### src/rtl/ssd1306_spi_sink_if.sv
// Display-side link bundle: 4-wire SPI stream in, framebuffer write strobes out.
interface ssd1306_spi_sink_if;
  localparam int unsigned PAGE_W = 3;
  localparam int unsigned COL_W  = 7;
  localparam int unsigned BYTE_W = 8;

  logic              spi_din;
  logic              spi_cs;
  logic              spi_dc;
  logic              spi_rst;
  logic              fb_we;
  logic [PAGE_W-1:0] fb_page;
  logic [COL_W-1:0]  fb_column;
  logic [BYTE_W-1:0] fb_data;

  modport master (
    output spi_din, spi_cs, spi_dc, spi_rst,
    input  fb_we, fb_page, fb_column, fb_data
  );

  modport slave (
    input  spi_din, spi_cs, spi_dc, spi_rst,
    output fb_we, fb_page, fb_column, fb_data
  );
endinterface

### src/rtl/ssd1306_spi_sink.sv
// SSD1306 device-side model: SPI deserialiser, command parser and GDDRAM
// write-pointer generator with horizontal/vertical/page auto-increment.
module ssd1306_spi_sink #(
  parameter logic [7:0] CONTRAST_RESET = 8'h7F,
  parameter logic [1:0] MEMMODE_RESET  = 2'd2
) (
  input  logic                 clk,
  input  logic                 reset,
  ssd1306_spi_sink_if.slave    bus,
  output logic                 display_on,
  output logic                 invert,
  output logic [7:0]           contrast,
  output logic [1:0]           mem_mode,
  output logic                 frame_done
);
  localparam int unsigned PAGE_W = 3;
  localparam int unsigned COL_W  = 7;
  localparam int unsigned BYTE_W = 8;
  localparam int unsigned CNT_W  = 3;

  typedef enum logic {IDLE, ARGS} state_t;

  state_t              state_q, state_d;
  logic [BYTE_W-1:0]   op_q, op_d;
  logic [1:0]          args_left_q, args_left_d;
  logic [BYTE_W-2:0]   sr_q, sr_d;
  logic [CNT_W-1:0]    bit_cnt_q, bit_cnt_d;
  logic                byte_vld_q, byte_vld_d;
  logic [BYTE_W-1:0]   byte_q, byte_d;
  logic                byte_dc_q, byte_dc_d;
  logic [COL_W-1:0]    col_q, col_d, col_start_q, col_start_d, col_end_q, col_end_d;
  logic [PAGE_W-1:0]   page_q, page_d, page_start_q, page_start_d, page_end_q, page_end_d;
  logic [1:0]          mem_mode_q, mem_mode_d;
  logic [BYTE_W-1:0]   contrast_q, contrast_d;
  logic                display_on_q, display_on_d, invert_q, invert_d;
  logic                fb_we_q, fb_we_d, frame_done_q, frame_done_d;
  logic [PAGE_W-1:0]   fb_page_q, fb_page_d;
  logic [COL_W-1:0]    fb_col_q, fb_col_d;
  logic [BYTE_W-1:0]   fb_data_q, fb_data_d;

  // Window stepping: natural increment until the end address, then back to start.
  logic                col_wrap_c, page_wrap_c;
  logic [COL_W-1:0]    col_inc_c;
  logic [PAGE_W-1:0]   page_inc_c;

  assign col_wrap_c  = (col_q == col_end_q);
  assign page_wrap_c = (page_q == page_end_q);
  assign col_inc_c   = col_wrap_c  ? col_start_q  : col_q + COL_W'(1);
  assign page_inc_c  = page_wrap_c ? page_start_q : page_q + PAGE_W'(1);

  always_ff @(posedge clk) begin
    if (!reset || !bus.spi_rst) begin
      state_q      <= IDLE;
      op_q         <= '0;
      args_left_q  <= '0;
      sr_q         <= '0;
      bit_cnt_q    <= '0;
      byte_vld_q   <= 1'b0;
      byte_q       <= '0;
      byte_dc_q    <= 1'b0;
      col_q        <= '0;
      page_q       <= '0;
      col_start_q  <= '0;
      col_end_q    <= COL_W'(127);
      page_start_q <= '0;
      page_end_q   <= PAGE_W'(7);
      mem_mode_q   <= MEMMODE_RESET;
      contrast_q   <= CONTRAST_RESET;
      display_on_q <= 1'b0;
      invert_q     <= 1'b0;
      fb_we_q      <= 1'b0;
      frame_done_q <= 1'b0;
      fb_page_q    <= '0;
      fb_col_q     <= '0;
      fb_data_q    <= '0;
    end else begin
      state_q      <= state_d;
      op_q         <= op_d;
      args_left_q  <= args_left_d;
      sr_q         <= sr_d;
      bit_cnt_q    <= bit_cnt_d;
      byte_vld_q   <= byte_vld_d;
      byte_q       <= byte_d;
      byte_dc_q    <= byte_dc_d;
      col_q        <= col_d;
      page_q       <= page_d;
      col_start_q  <= col_start_d;
      col_end_q    <= col_end_d;
      page_start_q <= page_start_d;
      page_end_q   <= page_end_d;
      mem_mode_q   <= mem_mode_d;
      contrast_q   <= contrast_d;
      display_on_q <= display_on_d;
      invert_q     <= invert_d;
      fb_we_q      <= fb_we_d;
      frame_done_q <= frame_done_d;
      fb_page_q    <= fb_page_d;
      fb_col_q     <= fb_col_d;
      fb_data_q    <= fb_data_d;
    end
  end

  always_comb begin
    state_d      = state_q;
    op_d         = op_q;
    args_left_d  = args_left_q;
    sr_d         = sr_q;
    bit_cnt_d    = bit_cnt_q;
    byte_vld_d   = 1'b0;
    byte_d       = byte_q;
    byte_dc_d    = byte_dc_q;
    col_d        = col_q;
    page_d       = page_q;
    col_start_d  = col_start_q;
    col_end_d    = col_end_q;
    page_start_d = page_start_q;
    page_end_d   = page_end_q;
    mem_mode_d   = mem_mode_q;
    contrast_d   = contrast_q;
    display_on_d = display_on_q;
    invert_d     = invert_q;
    fb_we_d      = 1'b0;
    frame_done_d = 1'b0;
    fb_page_d    = fb_page_q;
    fb_col_d     = fb_col_q;
    fb_data_d    = fb_data_q;

    // Deserialiser: deasserted cs discards any partial byte.
    if (bus.spi_cs) begin
      bit_cnt_d = '0;
    end else begin
      sr_d      = {sr_q[BYTE_W-3:0], bus.spi_din};
      bit_cnt_d = bit_cnt_q + CNT_W'(1);
      if (bit_cnt_q == CNT_W'(7)) begin
        byte_vld_d = 1'b1;
        byte_d     = {sr_q, bus.spi_din};
        byte_dc_d  = bus.spi_dc;
      end
    end

    if (byte_vld_q) begin
      if (byte_dc_q) begin
        // Data byte also abandons any pending command arguments.
        state_d     = IDLE;
        args_left_d = '0;
        fb_we_d     = 1'b1;
        fb_page_d   = page_q;
        fb_col_d    = col_q;
        fb_data_d   = byte_q;
        case (mem_mode_q)
          2'd0: begin
            col_d = col_inc_c;
            if (col_wrap_c) begin
              page_d       = page_inc_c;
              frame_done_d = page_wrap_c;
            end
          end
          2'd1: begin
            page_d = page_inc_c;
            if (page_wrap_c) begin
              col_d        = col_inc_c;
              frame_done_d = col_wrap_c;
            end
          end
          default: col_d = col_inc_c;
        endcase
      end else if (state_q == ARGS) begin
        args_left_d = args_left_q - 2'd1;
        if (args_left_q == 2'd1) state_d = IDLE;
        case (op_q)
          8'h21: begin
            if (args_left_q == 2'd2) begin
              col_start_d = byte_q[COL_W-1:0];
              col_d       = byte_q[COL_W-1:0];
            end else begin
              col_end_d = byte_q[COL_W-1:0];
            end
          end
          8'h22: begin
            if (args_left_q == 2'd2) begin
              page_start_d = byte_q[PAGE_W-1:0];
              page_d       = byte_q[PAGE_W-1:0];
            end else begin
              page_end_d = byte_q[PAGE_W-1:0];
            end
          end
          8'h20:   mem_mode_d = (byte_q[1:0] == 2'd3) ? 2'd2 : byte_q[1:0];
          8'h81:   contrast_d = byte_q;
          default: ;
        endcase
      end else begin
        op_d = byte_q;
        case (byte_q)
          8'h21, 8'h22: begin
            state_d     = ARGS;
            args_left_d = 2'd2;
          end
          8'h20, 8'h81, 8'hD5, 8'hA8, 8'hD3, 8'h8D, 8'hDA, 8'hD9, 8'hDB: begin
            state_d     = ARGS;
            args_left_d = 2'd1;
          end
          8'hAE:   display_on_d = 1'b0;
          8'hAF:   display_on_d = 1'b1;
          8'hA6:   invert_d     = 1'b0;
          8'hA7:   invert_d     = 1'b1;
          default: begin
            // Page-mode pointer commands; everything else is a no-op.
            if (mem_mode_q == 2'd2) begin
              if (byte_q[7:3] == 5'b10110)
                page_d = byte_q[PAGE_W-1:0];
              else if (byte_q[7:4] == 4'h0)
                col_d = {col_q[COL_W-1:4], byte_q[3:0]};
              else if (byte_q[7:4] == 4'h1)
                col_d = {byte_q[2:0], col_q[3:0]};
            end
          end
        endcase
      end
    end
  end

  assign bus.fb_we     = fb_we_q;
  assign bus.fb_page   = fb_page_q;
  assign bus.fb_column = fb_col_q;
  assign bus.fb_data   = fb_data_q;
  assign display_on    = display_on_q;
  assign invert        = invert_q;
  assign contrast      = contrast_q;
  assign mem_mode      = mem_mode_q;
  assign frame_done    = frame_done_q;
endmodule
### src/flat_wrapper.sv
// flat-port wrapper written by rule: the top's interface ports become plain ports
module ssd1306_spi_sink_flat 
#(
  parameter logic [7:0] CONTRAST_RESET = 8'h7F,
  parameter logic [1:0] MEMMODE_RESET  = 2'd2
)
  (clk, reset, display_on, invert, contrast, mem_mode, frame_done, bus_spi_din, bus_spi_cs, bus_spi_dc, bus_spi_rst, bus_fb_we, bus_fb_page, bus_fb_column, bus_fb_data);
  ssd1306_spi_sink_if bus_i ();
  input  logic clk;
  input  logic reset;
  output logic display_on;
  output logic invert;
  output logic [7:0] contrast;
  output logic [1:0] mem_mode;
  output logic frame_done;
  input wire logic [$bits(bus_i.spi_din)-1:0] bus_spi_din;
  input wire logic [$bits(bus_i.spi_cs)-1:0] bus_spi_cs;
  input wire logic [$bits(bus_i.spi_dc)-1:0] bus_spi_dc;
  input wire logic [$bits(bus_i.spi_rst)-1:0] bus_spi_rst;
  output wire logic [$bits(bus_i.fb_we)-1:0] bus_fb_we;
  output wire logic [$bits(bus_i.fb_page)-1:0] bus_fb_page;
  output wire logic [$bits(bus_i.fb_column)-1:0] bus_fb_column;
  output wire logic [$bits(bus_i.fb_data)-1:0] bus_fb_data;
  assign bus_i.spi_din = bus_spi_din;
  assign bus_i.spi_cs = bus_spi_cs;
  assign bus_i.spi_dc = bus_spi_dc;
  assign bus_i.spi_rst = bus_spi_rst;
  assign bus_fb_we = bus_i.fb_we;
  assign bus_fb_page = bus_i.fb_page;
  assign bus_fb_column = bus_i.fb_column;
  assign bus_fb_data = bus_i.fb_data;
  ssd1306_spi_sink #(.CONTRAST_RESET(CONTRAST_RESET), .MEMMODE_RESET(MEMMODE_RESET)) u_core (.clk(clk), .reset(reset), .bus(bus_i), .display_on(display_on), .invert(invert), .contrast(contrast), .mem_mode(mem_mode), .frame_done(frame_done));
endmodule
### config.mk
export PLATFORM = sky130hd
export DESIGN_NAME = ssd1306_spi_sink_flat
export DESIGN_NICKNAME = d
export VERILOG_FILES = /design/src/rtl/ssd1306_spi_sink_if.sv /design/src/rtl/ssd1306_spi_sink.sv /design/src/flat_wrapper.sv
export SDC_FILE = /design/constraint.sdc
export NUM_CORES = 1
export LEC_CHECK = 0
export CORE_MARGIN = 4
export CORE_UTILIZATION = 40
export CTS_CLUSTER_SIZE = 25
export DETAILED_ROUTE_END_ITERATION = 6
export DONT_BUFFER_PORTS = 1
export GPL_TIMING_DRIVEN = 0
export PLACE_DENSITY_LB_ADDON = 0.3
export SYNTH_ARGS = -nofsm -noshare
export SYNTH_HDL_FRONTEND = slang
export SYNTH_SLANG_ARGS = --single-unit
### constraint.sdc
create_clock -name clk -period 2.8 [get_ports clk]
set_clock_uncertainty 0.2 [all_clocks]
set_input_delay 0.28 -clock clk [delete_from_list [all_inputs] [get_ports clk]]
set_output_delay 0.28 -clock clk [all_outputs]
set_load 0.02 [all_outputs]
# Word level (Yosys, flattened, before mapping)
# Cells that the tools add are included.
[classes]
add_sub_neg = 4
multipliers = 0
n_div = 0
order_cmp = 0
n_eq_ne = 38
shift = 0
mux = 37
n_bitwise = 5
n_reduce_logical = 34
[op_table]
columns = ["cell", "count"]
rows = [
  ["$eq 8x8->1 const B", 13],
  ["$mux 7", 12],
  ["$eq 8x6->1 const B", 6],
  ["$mux 3", 9],
  ["$reduce_and 5->1", 4],
  ["$ne 3x3->1 const B", 6],
  ["$reduce_and 4->1", 4],
  ["$reduce_and 8->1", 2],
  ["$reduce_or 15->1", 1],
  ["$reduce_bool 3->1", 4],
  ["$reduce_or 11->1", 1],
  ["$ne 3x1->1 const B", 3],
  ["$reduce_and 9->1", 1],
  ["$reduce_or 9->1", 1],
  ["$mux 1", 8],
  ["$add 7x1->7 const B", 1],
  ["$eq 7x7->1", 1],
  ["$add 3x1->3 const B", 2],
  ["$eq 2x2->1 const B", 3],
  ["$mux 2", 3],
  ["$pmux 1 s2", 3],
  ["$pmux 3 s2", 1],
  ["$reduce_and 2->1", 3],
  ["$reduce_or 2->1", 3],
  ["other kinds (16)", 23],
]
[word_totals]
reg_bits = 93
latchBits = 0
ram_bits = 0
rom_bits = 0
out_inout_bits = 32
word_cells = 142
mem_count = 0

# Longest topological paths before layout
# Gate-level depths: netlist of the first run.
[logic_depth]
word_depth = 8
depth_mapped = 8
depth_no_buf = 8

# Least setup slack after synthesis of the first run
# OpenSTA, ideal clock, no wires.
[synth_timing]
path_kind = "register to register"
from = "reg u_core.byte_q[2]"
to = "reg u_core.col_q[2]"
setup_time_ns = 0.116
arrival_time_ns = 1.785
required_time_ns = 2.484
path_slack_ns = 0.698
stages_incl_launch_ff = 8
path_buffers = 1
period_less_slack_ns = 2.102
path_cell_list = "dfxtp_1 > buf_2 > xnor2_2 > nor3_1 > a311o_1 > o31a_2 > or3_1 > o211a_1"
[synth_via]
elab_chain_cells = 6
word_cells_on_any_way = 26
cone_classes = "16 x eq/ne; 8 x mux; 2 x reduce/logical"
[synth_rtl]
columns = ["item", "line", "source"]
rows = [
  ["start: declaration", "ssd1306_spi_sink.sv:29", "logic [BYTE_W-1:0] byte_q, byte_d;"],
  ["start signal: assignment", "ssd1306_spi_sink.sv:83", "byte_q <= byte_d;"],
  ["parallel branches: the longest is 6 deep, another holds $reduce_or 15->1", "n/a", ""],
  ["end signal: assignment", "ssd1306_spi_sink.sv:85", "col_q <= col_d;"],
  ["end: declaration", "ssd1306_spi_sink.sv:31", "logic [COL_W-1:0] col_q, col_d, col_start_q, col_start_d, col_end_q, col_end_d;"],
]
# Parallel ways; which one is timed is not known. The select of a mux whose other input is x is not followed.
# A chain may end at the register's enable or synchronous reset.

# Final worst setup path of the first run
[layout_timing]
from = "reg u_core.byte_dc_q"
to = "reg u_core.fb_page_q[0], in the netlist u_core.bus.fb_page[0]"
[layout_via]
elab_chain_cells = 1
[layout_rtl]
columns = ["item", "line", "source"]
rows = [
  ["start: declaration", "ssd1306_spi_sink.sv:30", "logic byte_dc_q, byte_dc_d;"],
  ["start signal: assignment", "ssd1306_spi_sink.sv:84", "byte_dc_q <= byte_dc_d;"],
  ["$reduce_and 2->1 (no line)", "n/a", ""],
  ["end signal: assignment", "ssd1306_spi_sink.sv:97", "fb_page_q <= fb_page_d;"],
  ["end: declaration", "ssd1306_spi_sink.sv:37", "logic [PAGE_W-1:0] fb_page_q, fb_page_d;"],
]
# Every way passes these cells.

==> flow_summary.json, run 1 <==
{
  "status": "finished clean",
  "grtUsageTotal_pct": 18.6,
  "reg2reg_depth": 7,
  "synthArstFlopShare_pct": 0,
  "cts.path.max_buffers": 2,
  "avgSynthCellArea_um2": 8.75,
  "ios": 38,
  "synth_xor_area_share_pct": 3.80,
  "seq_area_frac_synth_pct": 42.8,
  "grt_max_degree": 18,
  "synthSimpleGateAreaFrac_pct": 22.9,
  "core.rowCount": 37,
  "grt_pass1_vias": 3527,
  "cts_num_sinks": 93,
  "rsz0062_at_grt": "false",
  "firstDrtPassIters": 5,
  "setup_viol": 0,
  "synth_flop_cell": "dfxtp_1",
  "die_y_um": 112,
  "layout_common_cells": "dfxtp_1, nand2_1, mux2i_1",
  "path_clk_slew_ns": 0.10,
  "ys_warn_count": 0,
  "max-cap-violations": 0,
  "peakVddDrop_mv": 0.259,
  "ant_nets": 0,
  "numCtsBuffers": 9,
  "netlist-cell-type-count": 57,
  "final_common_cell": "dfxtp_1",
  "nets": 522,
  "arrival_ns": 2.56,
  "period_share_pct": 89.9,
  "setup_tns_ns": 0,
  "dp_hpwl_um": 8110,
  "nFillCells": 1048,
  "max_freq_mhz": 397,
  "io_buffers": 0,
  "cts_resized": 0,
  "tightest_slew_ns": 0.768,
  "hp-class": "in -> reg",
  "fin_crit_ns": 2.52,
  "endpoint_kind": "flip-flop",
  "dpl.cell_count": 633,
  "post_drt_wl_per_cell_um": 17.8,
  "post_cts_buffers": 0,
  "drcViolationCount": 0,
  "fp.dieW_um": 112,
  "finalHoldViolCount": 0,
  "antenna_found_initial": 0,
  "drive_above_1_share_pct": 8.16,
  "routed_via_density": 5.50,
  "clock_latency_ns": 0.38,
  "syn2layout_area_growth_pct": 8.71,
  "syn-cell-area_um2": 4350,
  "synth_compound_area_share_pct": 12.0,
  "path_class": "reg -> reg",
  "gp_congestion": 0.892,
  "power_density_nw_per_um2": 473,
  "syn_nets": 509,
  "synth_seq_cells": 93,
  "routed_wl_um": 11600,
  "synthAdderAreaFrac_pct": 1.73,
  "synth_top_family_by_area": "simple AND/OR/NAND/NOR gates",
  "hold_buffers": 2,
  "finalMaxSlewViolations": 0,
  "crit_path_start_kind": "flip-flop",
  "path_max_fanout": 10,
  "synth_mux_area_share_pct": 12.3,
  "finalNonFillerCells": 651,
  "synth-edff-count": 0,
  "start_util_pct": 41.6,
  "whs_path_depth": 2,
  "grt_pass1_wl_um": 18700,
  "grt-ovfl-total": 0,
  "drtIter0Drc": 351,
  "cp.required_ns": 2.84,
  "synthCells": 497,
  "vias": 3581,
  "n_antenna_cell": 0,
  "coreArea_um2": 10500,
  "slew_headroom_pct": 48.8,
  "tritoncts": "built",
  "die_area_um2": 12600,
  "root_buffer": "clkbuf_8",
  "power.leakage_nw": 1.75,
  "cts_max_level": 3
}
logic make-up (layout without fill, tap and decap cells):
group | Yosys count | count (layout)
xor gates and xnor gates | 18 | 18
adders and majority gates | 6 | 6
muxes | 53 | 53
DFF | 93 | 93
buffers and inverters | 42 | 60
AOI/OAI and AO/OA | 82 | 82
and+or+nand+nor | 203 | 203
per-layer routing:
layer | global-route usage [%] | up-vias | share of wire (%)
met4 | 5.37 | 0 | 1.1
met3 | 4.80 | 12 | 6.8
li1 | - | 1750 | -
met5 | 0 | - | 0
met2 | 30.4 | 125 | 47
met1 | 24.3 | 1694 | 45
metrics by stage:
| stage | hold slack (ns) | total power, mW | instance area, um^2 | util (%) | worst slack (ns) |
|---|---|---|---|---|---|
| detailed placement | 0.220 | 1.39 | 4520 | 43.2 | 0.367 |
| global placement | 0.213 | 1.39 | 4520 | 43.2 | 0.429 |
| finish | 0.120 | 2.24 | 4730 | 45.2 | 0.283 |
| global route | 0.120 | 2.32 | 4730 | 45.2 | 0.151 |
| floorplan | 0.204 | 1.38 | 4350 | - | 0.698 |
| CTS | 0.0942 | 2.26 | 4730 | 45.2 | 0.333 |
synth_stat cells (all sizes together) (2+ instances only):
cell	instances	area (um^2)
a211o	2	17.5
a21oi	39	195
a221oi	3	26.3
a311o	4	40.0
a31oi	2	12.5
and2	4	25.0
and3	3	18.8
buf	16	98.8
clkbuf	19	71.3
dfxtp	93	1860
ha	6	75.1
inv	7	26.3
mux2	2	22.5
mux2i	51	510
nand2	89	337
nand2b	4	32.5
nand3	14	70.1
nand3b	3	22.5
nor2	45	179
nor2b	3	18.8
nor3	11	60.1
nor3b	7	52.6
nor4	6	73.8
nor4b	2	17.5
nor4bb	2	20.0
o211a	2	20.0
o211ai	5	37.5
o21ai	12	60.1
o31ai	3	22.5
or2	2	15.0
or3	5	31.3
xnor2	8	77.6
xor2	10	87.6
report_power, final:
group	total (mW)	internal [mW]	switching [mW]
registers	1.32	1.32	0.000796
clock network	0.873	0.363	0.510
logic	0.0427	0.00977	0.0329
worst paths after layout:
path,startpoint,end,slack [ns]
worst max-delay path,u_core.byte_dc_q,u_core.bus.fb_page[0],0.28
worst min-delay path,bus_spi_rst,u_core.bus.fb_we,0.12
worst min register to register,u_core.bit_cnt_q[0],u_core.bit_cnt_q[0],0.23
worst max register to register,u_core.byte_dc_q,u_core.bus.fb_page[0],0.28
registers in the layout, summed over array words and instances, names as in the netlist, 7 cells and up:
| register | cells |
|---|---|
| u_core.col_q | 7 |
| u_core.col_end_q | 7 |
| u_core.sr_q | 7 |
| u_core.bus.fb_data | 8 |
| u_core.col_start_q | 7 |
| u_core.bus.fb_column | 7 |
| u_core.contrast | 8 |
| u_core.byte_q | 8 |
| u_core.op_q | 8 |
final cells by class:
type / count / area [um^2] / area share, %
tap: 136 / 170 / 3.60
clock buffer: 10 / 138 / 2.91
sequential: 93 / 1860 / 39.4
clock inverter: 6 / 51.3 / 1.08
multi-input combinational: 362 / 2290 / 48.5
inverter: 7 / 26.3 / 0.556
buffer: 35 / 170 / 3.60
timing repair buffer: 2 / 20.0 / 0.423
worst max-delay path: stages, from the launching register on:
cell	delay, ns
dfxtp_1	0.34
buf_6	0.13
clkbuf_1	0.34
clkbuf_1	0.48
nand2_1	0.37
clkbuf_1	0.31
nand2_1	0.13
a21oi_1	0.07
Power figures use the tool's default switching activity.
==> run 2, diff against run 1 <==
--- a/config.mk
+++ b/config.mk
@@ -5,8 +5,10 @@
 export SDC_FILE = /design/constraint.sdc
 export NUM_CORES = 1
 export LEC_CHECK = 0
+export CELL_PAD_IN_SITES_DETAIL_PLACEMENT = 1
+export CELL_PAD_IN_SITES_GLOBAL_PLACEMENT = 2
 export CORE_MARGIN = 4
-export CORE_UTILIZATION = 40
+export CORE_UTILIZATION = 39
 export CTS_CLUSTER_SIZE = 25
 export DETAILED_ROUTE_END_ITERATION = 6
 export DONT_BUFFER_PORTS = 1
==> run 2 against run 1 <==
Clock-buffer cell count increased by 1. Via count grew 0.17%. Critical endpoint is now u_core.bus.fb_column[4]. Routed wire length is 10% higher. Combinational power up 1%. Fmax is essentially flat. Critical path depth did not move. Flip-flop and latch count unchanged. Utilization fell by 1.5 points. Clock power grew 11%. Global-route usage up 2.3 points. Worst hold slack worse by 0.057 ns.
==> flow_summary.json, run 2 (synthesis results as in run 1) <==
{
  "status": "finished clean",
  "setup_tns_ns": 0,
  "worst_path_largest_cell_delay_ns": 0.47,
  "r2r_slack_ns": 0.28,
  "cts_max_level": 3,
  "n_antenna_cell": 0,
  "grt-ovfl-total": 0,
  "post_drt_wl_per_cell_um": 19.5,
  "fin_crit_ns": 2.52,
  "finalMaxSlewViolations": 0,
  "power_density_nw_per_um2": 491,
  "p_comb_share_pct": 1.9,
  "r2r-start": "u_core.byte_dc_q",
  "start_util_pct": 40.0,
  "core.rowCount": 38,
  "cts_num_sinks": 93,
  "drcViolationCount": 0,
  "slew_headroom_pct": 46.7,
  "path_max_fanout": 10,
  "p_switching_mw": 0.550,
  "path_class": "reg -> reg",
  "drtIter0Drc": 147,
  "syn2layout_area_growth_pct": 9.26,
  "arrival_ns": 2.57,
  "endpoint_kind": "flip-flop",
  "hold_path.startpoint": "bus_spi_rst",
  "cpMostUsedCell": "clkbuf_1",
  "clock_latency_ns": 0.38,
  "setup_viol": 0,
  "ant_nets": 0,
  "vias": 3587,
  "numCtsBuffers": 9,
  "layout_common_cells": "dfxtp_1, nand2_1, mux2i_1",
  "grt_pass1_vias": 3819,
  "timing.rr.end": "u_core.bus.fb_column[4]",
  "firstDrtPassIters": 5,
  "reg2reg_depth": 7,
  "max_freq_mhz": 398,
  "hp-class": "in -> reg",
  "p_sw_share_pct": 23.6,
  "min_to": "u_core.bus.fb_we",
  "tritoncts": "built",
  "cpMaxStageDelayCell": "clkbuf_1",
  "clockPowerShare_pct": 41.4,
  "finalHoldViolCount": 0,
  "die_y_um": 114,
  "grt_pass1_wl_um": 20800,
  "p_int_mw": 1.78,
  "grt_max_degree": 17,
  "drive_above_1_share_pct": 7.96,
  "crit_path_start_kind": "flip-flop",
  "period_share_pct": 89.8,
  "power.total_mw": 2.33,
  "cts.path.max_buffers": 2,
  "routed_via_density": 5.48,
  "rsz0062_at_grt": "false",
  "register_area_um2": 1860,
  "path_clk_slew_ns": 0.10,
  "whs_path_depth": 2,
  "max-cap-violations": 0,
  "final_common_cell": "dfxtp_1",
  "peakVddDrop_mv": 0.570,
  "antenna_found_initial": 0,
  "nFillCells": 1277,
  "tightest_slew_ns": 0.794,
  "cp_cell_sequence": "buf_6, clkbuf_1, clkbuf_1, nand2_1, clkbuf_1, nand2_1, a21oi_1",
  "cp.required_ns": 2.85,
  "ios": 38,
  "p_seq_share_pct": 56.7,
  "root_buffer": "clkbuf_8",
  "dp_hpwl_um": 9100,
  "gp_congestion": 0.832,
  "nets": 522,
  "grtUsageTotal_pct": 20.9,
  "power.leakage_nw": 1.75,
  "io_buffers": 0,
  "multiInputGateArea_um2": 2290,
  "die_area_um2": 12900,
  "cts_resized": 0,
  "coreArea_um2": 10900,
  "fp.dieW_um": 114,
  "holdWs_ns": 0.0627,
  "routed_wl_um": 12800
}
-- run 2: power by group through the flow --
stage / clock (mW) / combinational, mW / sequential, mW
after CTS: 0.997 / 0.0441 / 1.32
after global routing: 1.05 / 0.0483 / 1.32
after global placement: 0 / 0.0402 / 1.35
after floorplan: 0 / 0.0256 / 1.35
final: 0.966 / 0.0432 / 1.32
after detailed placement: 0 / 0.0416 / 1.35
-- run 2: critical path: cells and delay by family, from the launching register on --
family / cells / cell delay (ns)
AOI/OAI and AO/OA: 1 / 0.08
DFF: 1 / 0.34
buffers and inverters: 4 / 1.26
and+or+nand+nor: 2 / 0.50
-- run 2: worst max-delay path by stage --
stage	start	slack (ns)	depth (start not counted)	end
after CTS	u_core.byte_dc_q	0.25	7	u_core.bus.fb_column[4]
after floorplan	u_core.byte_q[2]	0.70	7	u_core.col_q[2]
after global placement	u_core.byte_dc_q	0.30	7	u_core.bus.fb_data[2]
after global routing	u_core.byte_dc_q	0.03	7	u_core.bus.fb_column[4]
after detailed placement	u_core.byte_dc_q	0.27	7	u_core.bus.fb_column[4]
final	u_core.byte_dc_q	0.28	7	u_core.bus.fb_column[4]
-- run 2: through the flow --
step                std cells  area [um^2]  utilization [%]  worst slack (ns)
floorplan                 497         4350                -             0.698
global placement          637         4530             41.6             0.302
detailed placement        637         4530             41.6             0.267
CTS                       655         4750             43.7             0.246
global route              655         4750             43.7            0.0298
finish                    655         4750             43.7             0.284
-- run 2: final cells by class --
type | count | share of cell area, %
Multi-Input combinational cell | 362 | 48.2
Sequential cell | 93 | 39.2
Tap cell | 140 | 3.69
Buffer | 35 | 3.58
Clock buffer | 11 | 2.97
Clock inverter | 5 | 1.40
Inverter | 7 | 0.553
Timing Repair Buffer | 2 | 0.421
-- run 2: layer usage --
metal	GRT usage (%)	share of wire, %
met1	25.7	44
met2	35.8	50
met3	5.78	4.6
met4	5.77	1.6
met5	0	0
-- run 2: repair_timing --
item | CTS | global route
hold buffers | 2 | 0
setup buffers | 0 | 0
endpoints found under the hold margin | 3 | 0
